--- src/rtl/reaction_round_sequencer.sv ---
// Purpose : session/round sequencer for the reaction timer (delay, timing, false start, best time).
// Latency : every transition and captured value is registered; it shows one CLK after the qualifying input.
// Backpr. : none; btn_press/tick_1k are single-cycle pulses, ignored in states that do not use them.
//
// Ports
//   CLK, RST               clock, synchronous active-high reset
//   tick_1k, btn_press     1 kHz enable pulse, debounced press pulse
//   rand_val, bcd_time     LFSR value (sampled on entering DELAY), live BCD counter value
//   cnt_go, cnt_clear      BCD counter control
//   stim_led               "react now" indicator
//   state_o, round_o       current state code and round number (0 in IDLE)
//   last_time, best_time   last captured round time and session best (BCD)
//   false_start, miss      in FALSE state / last round ended by timeout
module reaction_round_sequencer #(
   parameter int unsigned BASE_DELAY_MS = 500,
   parameter int unsigned ROUNDS        = 3,
   parameter logic [15:0] TIMEOUT_BCD   = 16'h9999
) (
   input  logic        CLK,
   input  logic        RST,
   input  logic        tick_1k,
   input  logic        btn_press,
   input  logic [7:0]  rand_val,
   input  logic [15:0] bcd_time,
   output logic        cnt_go,
   output logic        cnt_clear,
   output logic        stim_led,
   output logic [2:0]  state_o,
   output logic [3:0]  round_o,
   output logic [15:0] last_time,
   output logic [15:0] best_time,
   output logic        false_start,
   output logic        miss
);

   typedef enum logic [2:0] {
      S_IDLE    = 3'd0,
      S_DELAY   = 3'd1,
      S_TIMING  = 3'd2,
      S_RESULT  = 3'd3,
      S_FALSE   = 3'd4,
      S_SUMMARY = 3'd5
   } state_t;

   localparam logic [15:0] BEST_INIT = 16'h9999;
   localparam logic [9:0]  BASE_W    = 10'(BASE_DELAY_MS);
   localparam logic [3:0]  ROUNDS_W  = 4'(ROUNDS);

   state_t      state_q, state_d;
   logic [3:0]  round_q, round_d;
   logic [15:0] last_q, last_d;
   logic [15:0] best_q, best_d;
   logic        miss_q, miss_d;
   logic [9:0]  dly_q, dly_d;
   logic [9:0]  dly_load;

   // Delay reload value used on every entry into DELAY.
   assign dly_load = BASE_W + {2'b00, rand_val};

   always_ff @(posedge CLK) begin
      if (RST) begin
         state_q <= S_IDLE;
         round_q <= 4'd0;
         last_q  <= 16'h0000;
         best_q  <= BEST_INIT;
         miss_q  <= 1'b0;
         dly_q   <= 10'd0;
      end else begin
         state_q <= state_d;
         round_q <= round_d;
         last_q  <= last_d;
         best_q  <= best_d;
         miss_q  <= miss_d;
         dly_q   <= dly_d;
      end
   end

   always_comb begin
      state_d = state_q;
      round_d = round_q;
      last_d  = last_q;
      best_d  = best_q;
      miss_d  = miss_q;
      dly_d   = dly_q;
      case (state_q)
         S_IDLE: begin
            if (btn_press) begin
               state_d = S_DELAY;
               round_d = 4'd1;
               best_d  = BEST_INIT;
               miss_d  = 1'b0;
               dly_d   = dly_load;
            end
         end
         S_DELAY: begin
            // A press beats an expiry tick arriving in the same cycle.
            if (btn_press) begin
               state_d = S_FALSE;
            end else if (tick_1k) begin
               // <=1 rather than ==1 so a zero load cannot wrap the counter.
               if (dly_q <= 10'd1) begin
                  state_d = S_TIMING;
                  dly_d   = 10'd0;
               end else begin
                  dly_d   = dly_q - 10'd1;
               end
            end
         end
         S_TIMING: begin
            // A press coinciding with the timeout value is still a valid press.
            if (btn_press) begin
               state_d = S_RESULT;
               last_d  = bcd_time;
               miss_d  = 1'b0;
               if (bcd_time < best_q) begin
                  best_d = bcd_time;
               end
            end else if (bcd_time == TIMEOUT_BCD) begin
               state_d = S_RESULT;
               last_d  = TIMEOUT_BCD;
               miss_d  = 1'b1;
            end
         end
         S_RESULT: begin
            if (btn_press) begin
               if (round_q < ROUNDS_W) begin
                  state_d = S_DELAY;
                  round_d = round_q + 4'd1;
                  dly_d   = dly_load;
               end else begin
                  state_d = S_SUMMARY;
               end
            end
         end
         S_FALSE: begin
            // Retry the same round with a freshly sampled delay.
            if (btn_press) begin
               state_d = S_DELAY;
               dly_d   = dly_load;
            end
         end
         S_SUMMARY: begin
            if (btn_press) begin
               state_d = S_IDLE;
               round_d = 4'd0;
            end
         end
         default: begin
            state_d = S_IDLE;
         end
      endcase
   end

   assign state_o     = state_q;
   assign round_o     = round_q;
   assign last_time   = last_q;
   assign best_time   = best_q;
   assign miss        = miss_q;
   assign cnt_clear   = (state_q == S_IDLE) || (state_q == S_DELAY) || (state_q == S_FALSE);
   assign cnt_go      = (state_q == S_TIMING);
   assign stim_led    = (state_q == S_TIMING);
   assign false_start = (state_q == S_FALSE);

endmodule
--- config.mk ---
export PLATFORM = sky130hd
export DESIGN_NAME = reaction_round_sequencer
export DESIGN_NICKNAME = d
export VERILOG_FILES = /design/src/rtl/reaction_round_sequencer.sv
export SDC_FILE = /design/constraint.sdc
export NUM_CORES = 1
export LEC_CHECK = 0
export BUFFER_PORTS_ARGS = -buffer_cell sky130_fd_sc_hd__buf_2
export CAP_MARGIN = 20
export CORE_MARGIN = 4
export CORE_UTILIZATION = 55
export CTS_BUF_LIST = sky130_fd_sc_hd__clkbuf_4
export CTS_CLUSTER_DIAMETER = 40
export DETAILED_ROUTE_END_ITERATION = 6
export PLACE_DENSITY = 0.81
export SLEW_MARGIN = 0
export SYNTH_ARGS = -nofsm -noshare
export SYNTH_HDL_FRONTEND = slang
export SYNTH_SLANG_ARGS = --single-unit
--- constraint.sdc ---
create_clock -name CLK -period 4.2 [get_ports CLK]
set_clock_uncertainty 0.2 [all_clocks]
set_input_delay 0 -clock CLK [delete_from_list [all_inputs] [get_ports CLK]]
set_output_delay 0 -clock CLK [all_outputs]
set_load 0.05 [all_outputs]
==> impl_metrics.env, run 1 <==
export IMPL_syn_area_per_cell_sq_um=8.23
export IMPL_cp_max_fo=16
export IMPL_dieArea_sq_um=6590
export IMPL_setup_viol=0
export IMPL_cts_sinks=50
export IMPL_synthCells=358
export IMPL_post_route_min_period_ns=2.48
export IMPL_fin_setup_tns_ns=0
export IMPL_antenna_cells=0
export IMPL_ys_flop_type="dfxtp_1"
export IMPL_holdPathEnd="best_time[5]$_SDFFE_PP0P_"
export IMPL_vias=3015
export IMPL_drt_iter0_markers=241
export IMPL_status="complete, no violations"
export IMPL_synthMuxAreaShare_pct=6.12
export IMPL_mostFrequentLayoutCells="buf_2 (71), nor2_1 (56), dfxtp_1 (50)"
export IMPL_antenna_found_initial=0
export IMPL_ys_async_sr_fraction_pct=0
export IMPL_reg2reg_depth=7
export IMPL_grt_usage_pct=24.8
export IMPL_synth_xor_area_share_pct=1.19
export IMPL_ys_ff_latch=50
export IMPL_r2r_slack_ns=1.72
export IMPL_root_buffer="clkbuf_4"
export IMPL_clock_latency_ns=0.37
export IMPL_grt_pass1_wl_um=12900
export IMPL_leakagePower_nw=1.66
export IMPL_cp_required_ns=4.31
export IMPL_p_total_mw=1.03
export IMPL_cts_resized=0
export IMPL_max_slew_worst_pin_slew_ns=0.774
export IMPL_die_y_um=81.2
export IMPL_start_util_pct=57.3
export IMPL_dp_hpwl_um=5490
export IMPL_clk_pin_slew_ns=0.16
export IMPL_htree_num_levels=2
export IMPL_grt_pass1_vias=2748
export IMPL_synthSimpleGateAreaFrac_pct=27.9
export IMPL_timing_max_cap_violations=0
export IMPL_hold_depth=4
export IMPL_avgViaCountPerCell=5.75
export IMPL_drive_gt1_share_pct=21.1
export IMPL_reg2reg_from="best_time[15]$_SDFFE_PP1P_"
export IMPL_slew_headroom_pct=48.2
export IMPL_synth_compound_area_share_pct=17.2
export IMPL_ir_drop_v=0.000148
export IMPL_hp_start="bcd_time[5]"
export IMPL_synth_adder_area_share_pct=8.07
export IMPL_ys_seq_area_share_pct=34.0
export IMPL_syn_nets=405
export IMPL_clockBufferDepth=2
export IMPL_areaGrowthSynthToFinish_pct=24.9
export IMPL_dr_pass1_iters=5
export IMPL_synth_edff_count=0
export IMPL_fp_coreArea_sq_um=5140
export IMPL_io_buffers=71
export IMPL_startpoint_type="flop"
export IMPL_rsz0062_at_grt="false"
export IMPL_cp_arrival_ns=2.59
export IMPL_hp_class="input port to flop"
export IMPL_power_density_nw_per_um2=279
export IMPL_slew_violations=0
export IMPL_layout_commonest_cell="buf_2"
export IMPL_end_kind="flop"
export IMPL_ys_warn_count=0
export IMPL_crit_type="flop to flop"
export IMPL_drtAntennaViolNets=0
export IMPL_cts_tree="done"
export IMPL_drc=0
export IMPL_post_cts_buffers=0
export IMPL_fin_ws_ns=1.72
export IMPL_synth_top_family_by_area="simple AND/OR/NAND/NOR gates"
export IMPL_num_rows=26
export IMPL_cts_buffers=5
export IMPL_dp_slack_ns=1.78
export IMPL_synth_cell_types=58
export IMPL_grt_max_degree=38
export IMPL_wl_per_cell_um=15.1
export IMPL_ioPinCount=72
export IMPL_routed_wl_um=7940
export IMPL_syn_cell_area_sq_um=2950
export IMPL_period_share_pct=59.1
export IMPL_rr_endpoint="best_time[8]$_SDFFE_PP1P_"
export IMPL_hold_violations=0
export IMPL_fmax_mhz=403
export IMPL_nets=500
export IMPL_die_w_um=81.2
export IMPL_grt_ovfl_total=0
export IMPL_gp_congestion=0.855
-- power breakdown --
part           switching [mW]  total [mW]  internal [mW]
sequential             0.0243       0.515          0.491
combinational           0.168       0.277          0.109
clock                   0.163       0.236         0.0728
-- state kept, by name (all words and copies together) (netlist names) --
| signal | cells |
|---|---|
| last_time | 16 |
| miss | 1 |
| dly_q | 10 |
| state_o | 3 |
| round_o | 4 |
| best_time | 16 |
-- cells in the mapped netlist (all sizes together), types with 3 or more instances --
cell type,number,area [sq um]
a2111oi,3,45.1
a211oi,5,37.5
a21o,4,30.0
a21oi,24,120
a22oi,8,60.1
a31oi,4,40.0
buf,10,68.8
clkbuf,5,18.8
dfxtp,50,1000
ha,19,238
inv,20,75.1
mux2i,18,180
nand2,30,118
nand2b,3,18.8
nand3,4,20.0
nand4,7,58.8
nor2,57,216
nor3,23,126
nor3b,3,22.5
nor4,5,46.3
nor4bb,4,40.0
o21ai,16,80.1
or2,3,18.8
or3,3,18.8
or4,4,37.5
xnor2,3,26.3
-- worst max-delay path by stage --
stage                     depth (start not counted)                    endpoint                       start  slack, ns
final                                             7   best_time[8]$_SDFFE_PP1P_  best_time[15]$_SDFFE_PP1P_       1.72
after global routing                              5       dly_q[6]$_SDFFE_PP0P_     state_o[2]$_SDFFE_PP0P_       1.53
after CTS                                         7   best_time[3]$_SDFFE_PP1P_  best_time[14]$_SDFFE_PP0P_       1.72
after detailed placement                          7  best_time[11]$_SDFFE_PP1P_  best_time[14]$_SDFFE_PP0P_       1.78
after global placement                            7  best_time[11]$_SDFFE_PP1P_  best_time[15]$_SDFFE_PP1P_       1.86
after floorplan                                   8   best_time[1]$_SDFFE_PP0P_  best_time[15]$_SDFFE_PP1P_       1.55
-- cell type report --
cell class              instances  area, sq um
fillers                       439         1460
repair buffers                103          676
flip-flops and latches         50         1000
well taps                      70         87.6
clock buffers                   6         45.0
clock inverters                 2         13.8
inverters                      20         75.1
multi-input cells             273         1780
-- critical path: stages (launching register included) --
cell     delay (ns)
dfxtp_1        0.38
inv_1          0.06
ha_1           0.28
nand4_1        0.13
or2_2          0.32
or4_1          0.45
nand4_4        0.32
mux2i_1        0.26
-- repair_timing --
item | in CTS | in global routing
endpoints found under the hold margin | 47 | 0
hold buffers | 32 | 0
setup endpoints to repair | 0 | 0
-- through the flow --
step / cell area, sq um / util, % / instances / hold slack (ns)
floorplan: 2950 / - / 358 / -0.0612
global placement: 3300 / 64.2 / 484 / 0.0920
detailed placement: 3300 / 64.2 / 484 / 0.0970
CTS: 3680 / 71.6 / 524 / 0.236
global route: 3680 / 71.6 / 524 / 0.253
finish: 3680 / 71.6 / 524 / 0.247
-- cell families after synthesis --
| group | Yosys count |
|---|---|
| flops | 50 |
| fa+ha+maj | 19 |
| mux | 18 |
| compound gates | 76 |
| buf+inv | 35 |
| xor+xnor | 4 |
| simple gates | 156 |
-- metal layers --
metal  part of all wire, %  up-vias  GRT usage (%)
met4                   1.0        0           7.26
met1                    43     1367           33.9
met2                    47      156           40.3
met3                   9.0       17           3.88
li1                      -     1475              -
met5                     0        -              0
(Power assumes the default switching activity.)
==> run 2: changes to the inputs <==
--- a/config.mk
+++ b/config.mk
@@ -8,11 +8,11 @@
 export BUFFER_PORTS_ARGS = -buffer_cell sky130_fd_sc_hd__buf_2
 export CAP_MARGIN = 20
 export CORE_MARGIN = 4
-export CORE_UTILIZATION = 55
+export CORE_UTILIZATION = 50
 export CTS_BUF_LIST = sky130_fd_sc_hd__clkbuf_4
 export CTS_CLUSTER_DIAMETER = 40
 export DETAILED_ROUTE_END_ITERATION = 6
-export PLACE_DENSITY = 0.81
+export PLACE_DENSITY = 0.77
 export SLEW_MARGIN = 0
 export SYNTH_ARGS = -nofsm -noshare
 export SYNTH_HDL_FRONTEND = slang
==> constraint.sdc (replaced) <==
create_clock -name CLK -period 2 [get_ports CLK]
set_clock_uncertainty 0.2 [all_clocks]
set_input_delay 0 -clock CLK [delete_from_list [all_inputs] [get_ports CLK]]
set_output_delay 0 -clock CLK [all_outputs]
set_load 0.05 [all_outputs]
==> run 2 against run 1 <==
  * The flow now finishes with violations (negative setup slack)
  * Core utilization up 7.5 points
  * Final cell count up 12%
  * Wire length rose by 41%
  * Maximum frequency up 4.6%
  * Highest routed layer unchanged
  * Combinational power increased to 3.1 times the previous value
  * Worst setup slack worse by 2.1 ns
  * Sequential cell count unchanged
  * Largest power group unchanged
  * Global-route usage increased by 2.9 points
  * First-iteration DRC count grew 44%
  * Critical path depth increased by 1
  * Hold slack worse by 0.19 ns
==> impl_metrics.env, run 2 (synthesized netlist as in run 1, its figures left out) <==
export IMPL_cts_sinks=50
export IMPL_die_w_um=84.8
export IMPL_clock_latency_ns=0.38
export IMPL_p_total_mw=2.52
export IMPL_max_slew_worst_pin_slew_ns=0.871
export IMPL_status="finished, violations left"
export IMPL_ioPinCount=72
export IMPL_wl_per_cell_um=19.1
export IMPL_cp_required_ns=2.10
export IMPL_slew_headroom_pct=41.9
export IMPL_clockBufferDepth=2
export IMPL_rsz0062_at_grt="true"
export IMPL_setup_viol=18
export IMPL_grt_max_degree=22
export IMPL_drive_gt1_share_pct=41.1
export IMPL_fmax_mhz=421
export IMPL_cts_tree="done"
export IMPL_antenna_found_initial=0
export IMPL_dp_cells=544
export IMPL_num_rows=27
export IMPL_crit_type="flop to flop"
export IMPL_avgViaCountPerCell=6.14
export IMPL_post_route_min_period_ns=2.37
export IMPL_htree_num_levels=2
export IMPL_timing_max_cap_violations=0
export IMPL_violations="negative setup slack"
export IMPL_start_util_pct=52.5
export IMPL_routed_wl_um=11200
export IMPL_dieArea_sq_um=7180
export IMPL_grt_usage_pct=27.8
export IMPL_power_density_nw_per_um2=567
export IMPL_period_share_pct=119
export IMPL_multi_input_area_sq_um=1990
export IMPL_startpoint_type="flop"
export IMPL_areaGrowthSynthToFinish_pct=50.6
export IMPL_die_y_um=84.8
export IMPL_dr_pass1_iters=5
export IMPL_dp_hpwl_um=6730
export IMPL_hp_class="input port to flop"
export IMPL_mostFrequentLayoutCells="buf_2 (72), buf_4 (57), nor2_1 (54)"
export IMPL_layout_commonest_cell="buf_2"
export IMPL_root_buffer="clkbuf_4"
export IMPL_leakagePower_nw=1.98
export IMPL_drtAntennaViolNets=0
export IMPL_vias=3593
export IMPL_filler_cell_count=353
export IMPL_drt_iter0_markers=347
export IMPL_gp_congestion=0.910
export IMPL_io_buffers=71
export IMPL_clk_pin_slew_ns=0.15
export IMPL_nets=559
export IMPL_antenna_cells=0
export IMPL_fp_coreArea_sq_um=5610
export IMPL_grt_ovfl_total=0
export IMPL_whs_ns=0.0594
export IMPL_cp_max_fo=8
export IMPL_fin_setup_tns_ns=-4.81
export IMPL_placed_cell_area_sq_um=3840
export IMPL_grt_pass1_wl_um=16400
export IMPL_seqCellArea_sq_um=1050
export IMPL_final_cells=585
export IMPL_dp_slack_ns=-0.241
export IMPL_ir_drop_v=0.000420
export IMPL_cts_buffers=5
export IMPL_final_util_pct=79.1
export IMPL_drc=0
export IMPL_grt_pass1_vias=3338
export IMPL_final_area_sq_um=4440
export IMPL_hold_violations=0
export IMPL_end_kind="flop"
export IMPL_fin_ws_ns=-0.374
export IMPL_slew_violations=0
export IMPL_cp_arrival_ns=2.48
-- run 2: cell count changes in the layout (fill, tap and decap cells not counted), sizes merged --
cell	delta
bufinv	+1
dlygate4sd3	-4
clkinv	-2
nor2	+1
buf	+62
clkinvlp	+1
-- run 2: worst paths after layout --
| check | startpoint | end | slack (ns) | cells past startpoint |
|---|---|---|---|---|
| setup / recovery | best_time[15]$_SDFFE_PP1P_ | best_time[5]$_SDFFE_PP0P_ | -0.37 | 8 |
| hold reg to reg | best_time[6]$_SDFFE_PP0P_ | best_time[6]$_SDFFE_PP0P_ | 0.30 | 2 |
| hold / removal | bcd_time[15] | best_time[12]$_SDFFE_PP1P_ | 0.06 | 6 |
| setup reg to reg | best_time[15]$_SDFFE_PP1P_ | best_time[5]$_SDFFE_PP0P_ | -0.37 | 8 |
-- run 2: final cells by class --
class,instances,share of cell area [%]
Clock buffer,6,1.02
Sequential cell,50,23.8
Inverter,20,1.69
Clock inverter,2,0.846
Timing Repair Buffer,161,25.7
Tap cell,72,2.03
Multi-Input combinational cell,274,44.9
-- run 2: power by group --
group / total [mW] / switching (mW) / internal, mW
Sequential: 1.05 / 0.0350 / 1.02
Combinational: 0.850 / 0.486 / 0.364
Clock: 0.612 / 0.334 / 0.278
Total: 2.52 / 0.855 / 1.66
-- run 2: per-layer routing --
layer	vias up	routed length, um	GRT usage, %
li1	1592	-	-
met2	268	5220	46.7
met4	0	502	8.20
met5	-	0	0
met1	1670	4260	35.7
met3	63	1220	5.99
-- run 2: repair_timing --
item	CTS	global route
pin swaps	1	12
setup buffers	0	3
gates resized for setup	12	28
hold endpoints to repair	46	0
gates cloned	0	2
setup endpoints to repair	26	45
hold buffers	28	0
-- run 2: worst max-delay path: stages (launching register included) --
cell and delay, ns:
dfxtp_4 0.39, inv_2 0.04, ha_4 0.25, nand4_1 0.14, or2_4 0.30, or4_4 0.44, nand4_4 0.14, buf_12 0.15
mux2i_2 0.24
==> run 3: changes to the inputs <==
==> constraint.sdc (replaced) <==
create_clock -name CLK -period 2 [get_ports CLK]
set_clock_uncertainty 0.2 [all_clocks]
set_input_delay 0.4 -clock CLK [delete_from_list [all_inputs] [get_ports CLK]]
set_output_delay 0.4 -clock CLK [all_outputs]
set_load 0.05 [all_outputs]
==> run 3 against run 2 <==
  * The flow still finishes with violations (negative setup slack)
  * Non-clock buffer count is 19 lower
  * Final cell count is 3.4% lower
  * Sequential power hardly changed
  * First-iteration DRC count is 44% lower
  * Worst setup slack better by 0.063 ns
  * Die area stayed put
  * Core utilization is 4.0 points lower
  * Clock power is 25% lower
  * Total power is 9.8% lower
  * Critical path type unchanged
  * Largest power group unchanged
  * Highest routed layer unchanged
==> impl_metrics.env, run 3 (synthesized netlist as in run 1, its figures left out) <==
export IMPL_antenna_cells=0
export IMPL_max_slew_worst_pin_slew_ns=0.761
export IMPL_p_total_mw=2.27
export IMPL_leakagePower_nw=1.89
export IMPL_worst_path_buf_inv=2
export IMPL_dp_hpwl_um=6670
export IMPL_cp_required_ns=2.10
export IMPL_dr_pass1_iters=4
export IMPL_multi_input_area_sq_um=1980
export IMPL_clock_latency_ns=0.37
export IMPL_drt_iter0_markers=193
export IMPL_power_density_nw_per_um2=539
export IMPL_cp_max_fo=8
export IMPL_fin_ws_ns=-0.312
export IMPL_vias=3232
export IMPL_fin_setup_tns_ns=-3.88
export IMPL_rsz0062_at_grt="true"
export IMPL_grtUsageMet2_pct=42.1
export IMPL_grt_pass1_vias=3046
export IMPL_grt_max_degree=25
export IMPL_num_rows=27
export IMPL_grt_use_met1_pct=31.6
export IMPL_cp_cell_sequence="inv_2, ha_4, nand4_1, or2_4, or4_4, nand4_4, buf_12, mux2i_4"
export IMPL_slowest_stage="or4_4"
export IMPL_hold_violations=0
export IMPL_fmax_mhz=433
export IMPL_gp_congestion=0.886
export IMPL_nets=540
export IMPL_drtAntennaViolNets=0
export IMPL_end_kind="flop"
export IMPL_grt_ovfl_total=0
export IMPL_clockBufferDepth=2
export IMPL_setup_viol=16
export IMPL_cts_buffers=5
export IMPL_slew_violations=0
export IMPL_hp_start="btn_press"
export IMPL_cp_arrival_ns=2.41
export IMPL_crit_family="simple AND/OR/NAND/NOR gates"
export IMPL_timing_max_cap_violations=0
export IMPL_max_stage_delay_ns=0.43
export IMPL_period_share_pct=116
export IMPL_drive_gt1_share_pct=43.8
export IMPL_layout_commonest_cell="buf_2"
export IMPL_routed_wl_um=9270
export IMPL_ioPinCount=72
export IMPL_reg2reg_from="best_time[12]$_SDFFE_PP1P_"
export IMPL_htree_num_levels=2
export IMPL_dieArea_sq_um=7180
export IMPL_start_util_pct=52.5
export IMPL_avgViaCountPerCell=5.72
export IMPL_status="finished, violations left"
export IMPL_crit_type="flop to flop"
export IMPL_cts_tree="done"
export IMPL_met3_usage_pct=3.73
export IMPL_die_w_um=84.8
export IMPL_violations="negative setup slack"
export IMPL_io_buffers=71
export IMPL_grt_usage_pct=24.5
export IMPL_cts_sinks=50
export IMPL_root_buffer="clkbuf_4"
export IMPL_crit_path_start="best_time[12]$_SDFFE_PP1P_"
export IMPL_filler_cell_count=422
export IMPL_antenna_found_initial=0
export IMPL_mostFrequentLayoutCells="buf_2 (68), buf_4 (64), nor2_1 (53)"
export IMPL_drc=0
export IMPL_slew_headroom_pct=49.2
export IMPL_ir_drop_v=0.000353
export IMPL_die_y_um=84.8
export IMPL_grt_pass1_wl_um=14600
export IMPL_clk_pin_slew_ns=0.15
export IMPL_hp_class="input port to flop"
export IMPL_areaGrowthSynthToFinish_pct=43.0
export IMPL_fp_coreArea_sq_um=5610
export IMPL_seqCellArea_sq_um=1060
export IMPL_startpoint_type="flop"
export IMPL_grt_busiest_layer="met2"
export IMPL_post_route_min_period_ns=2.31
export IMPL_wl_per_cell_um=16.4
## run 3: cell count changes in the layout (fill, tap and decap cells not counted), sizes merged
cell,previous run,this run
buf,133,142
bufinv,1,0
clkbuf,6,5
dlygate4sd3,28,0
inv,20,21
## run 3: final cells by class
cell class	instances	area share (%)
repair buffers	142	22.6
clock inverters	2	0.327
inverters	20	1.84
flip-flops and latches	50	25.2
well taps	72	2.14
multi-input cells	274	47.0
clock buffers	5	0.891
## run 3: worst paths after layout
path                                    end  cells past startpoint  slack [ns]
hold / removal      state_o[2]$_SDFFE_PP0P_                      3        0.12
hold reg to reg   last_time[8]$_SDFFE_PP0P_                      2        0.30
setup / recovery  best_time[6]$_SDFFE_PP0P_                      8       -0.31
setup reg to reg  best_time[6]$_SDFFE_PP0P_                      8       -0.31
## run 3: routing by layer
layer	up-vias	wire length [um]
li1	1559	-
met1	1508	3970
met2	137	4450
met3	28	564
met4	0	284
met5	-	0
## run 3: through the flow
step                      cells  utilization (%)  hold WS [ns]  cell area [sq um]  setup slack, ns
final                       565             75.1         0.120               4210           -0.312
after global routing        565             75.1         0.124               4210           -0.338
after CTS                   560             72.0         0.118               4040           -0.205
after detailed placement    552             69.5         0.280               3900           -0.367
after global placement      552             69.5         0.268               3900           -0.313
after floorplan             358                -         0.276               3020           -0.298
## run 3: worst min-delay path, cell delays in order
cell and delay (ns):
buf_2 0.12, a31oi_1 0.08, nor2_1 0.07
## run 3: power by group
part	switching [mW]	leakage, nW	internal [mW]
logic	0.430	1.45	0.325
clock network	0.330	0.0276	0.132
registers	0.0362	0.413	1.02
## run 3: what timing repair did
item / in CTS / in global routing
setup buffers: 1 / 4
setup endpoints to repair: 29 / 32
resized for setup: 11 / 41
cloned: 0 / 1
hold buffers: 0 / 0
pin swaps: 1 / 5
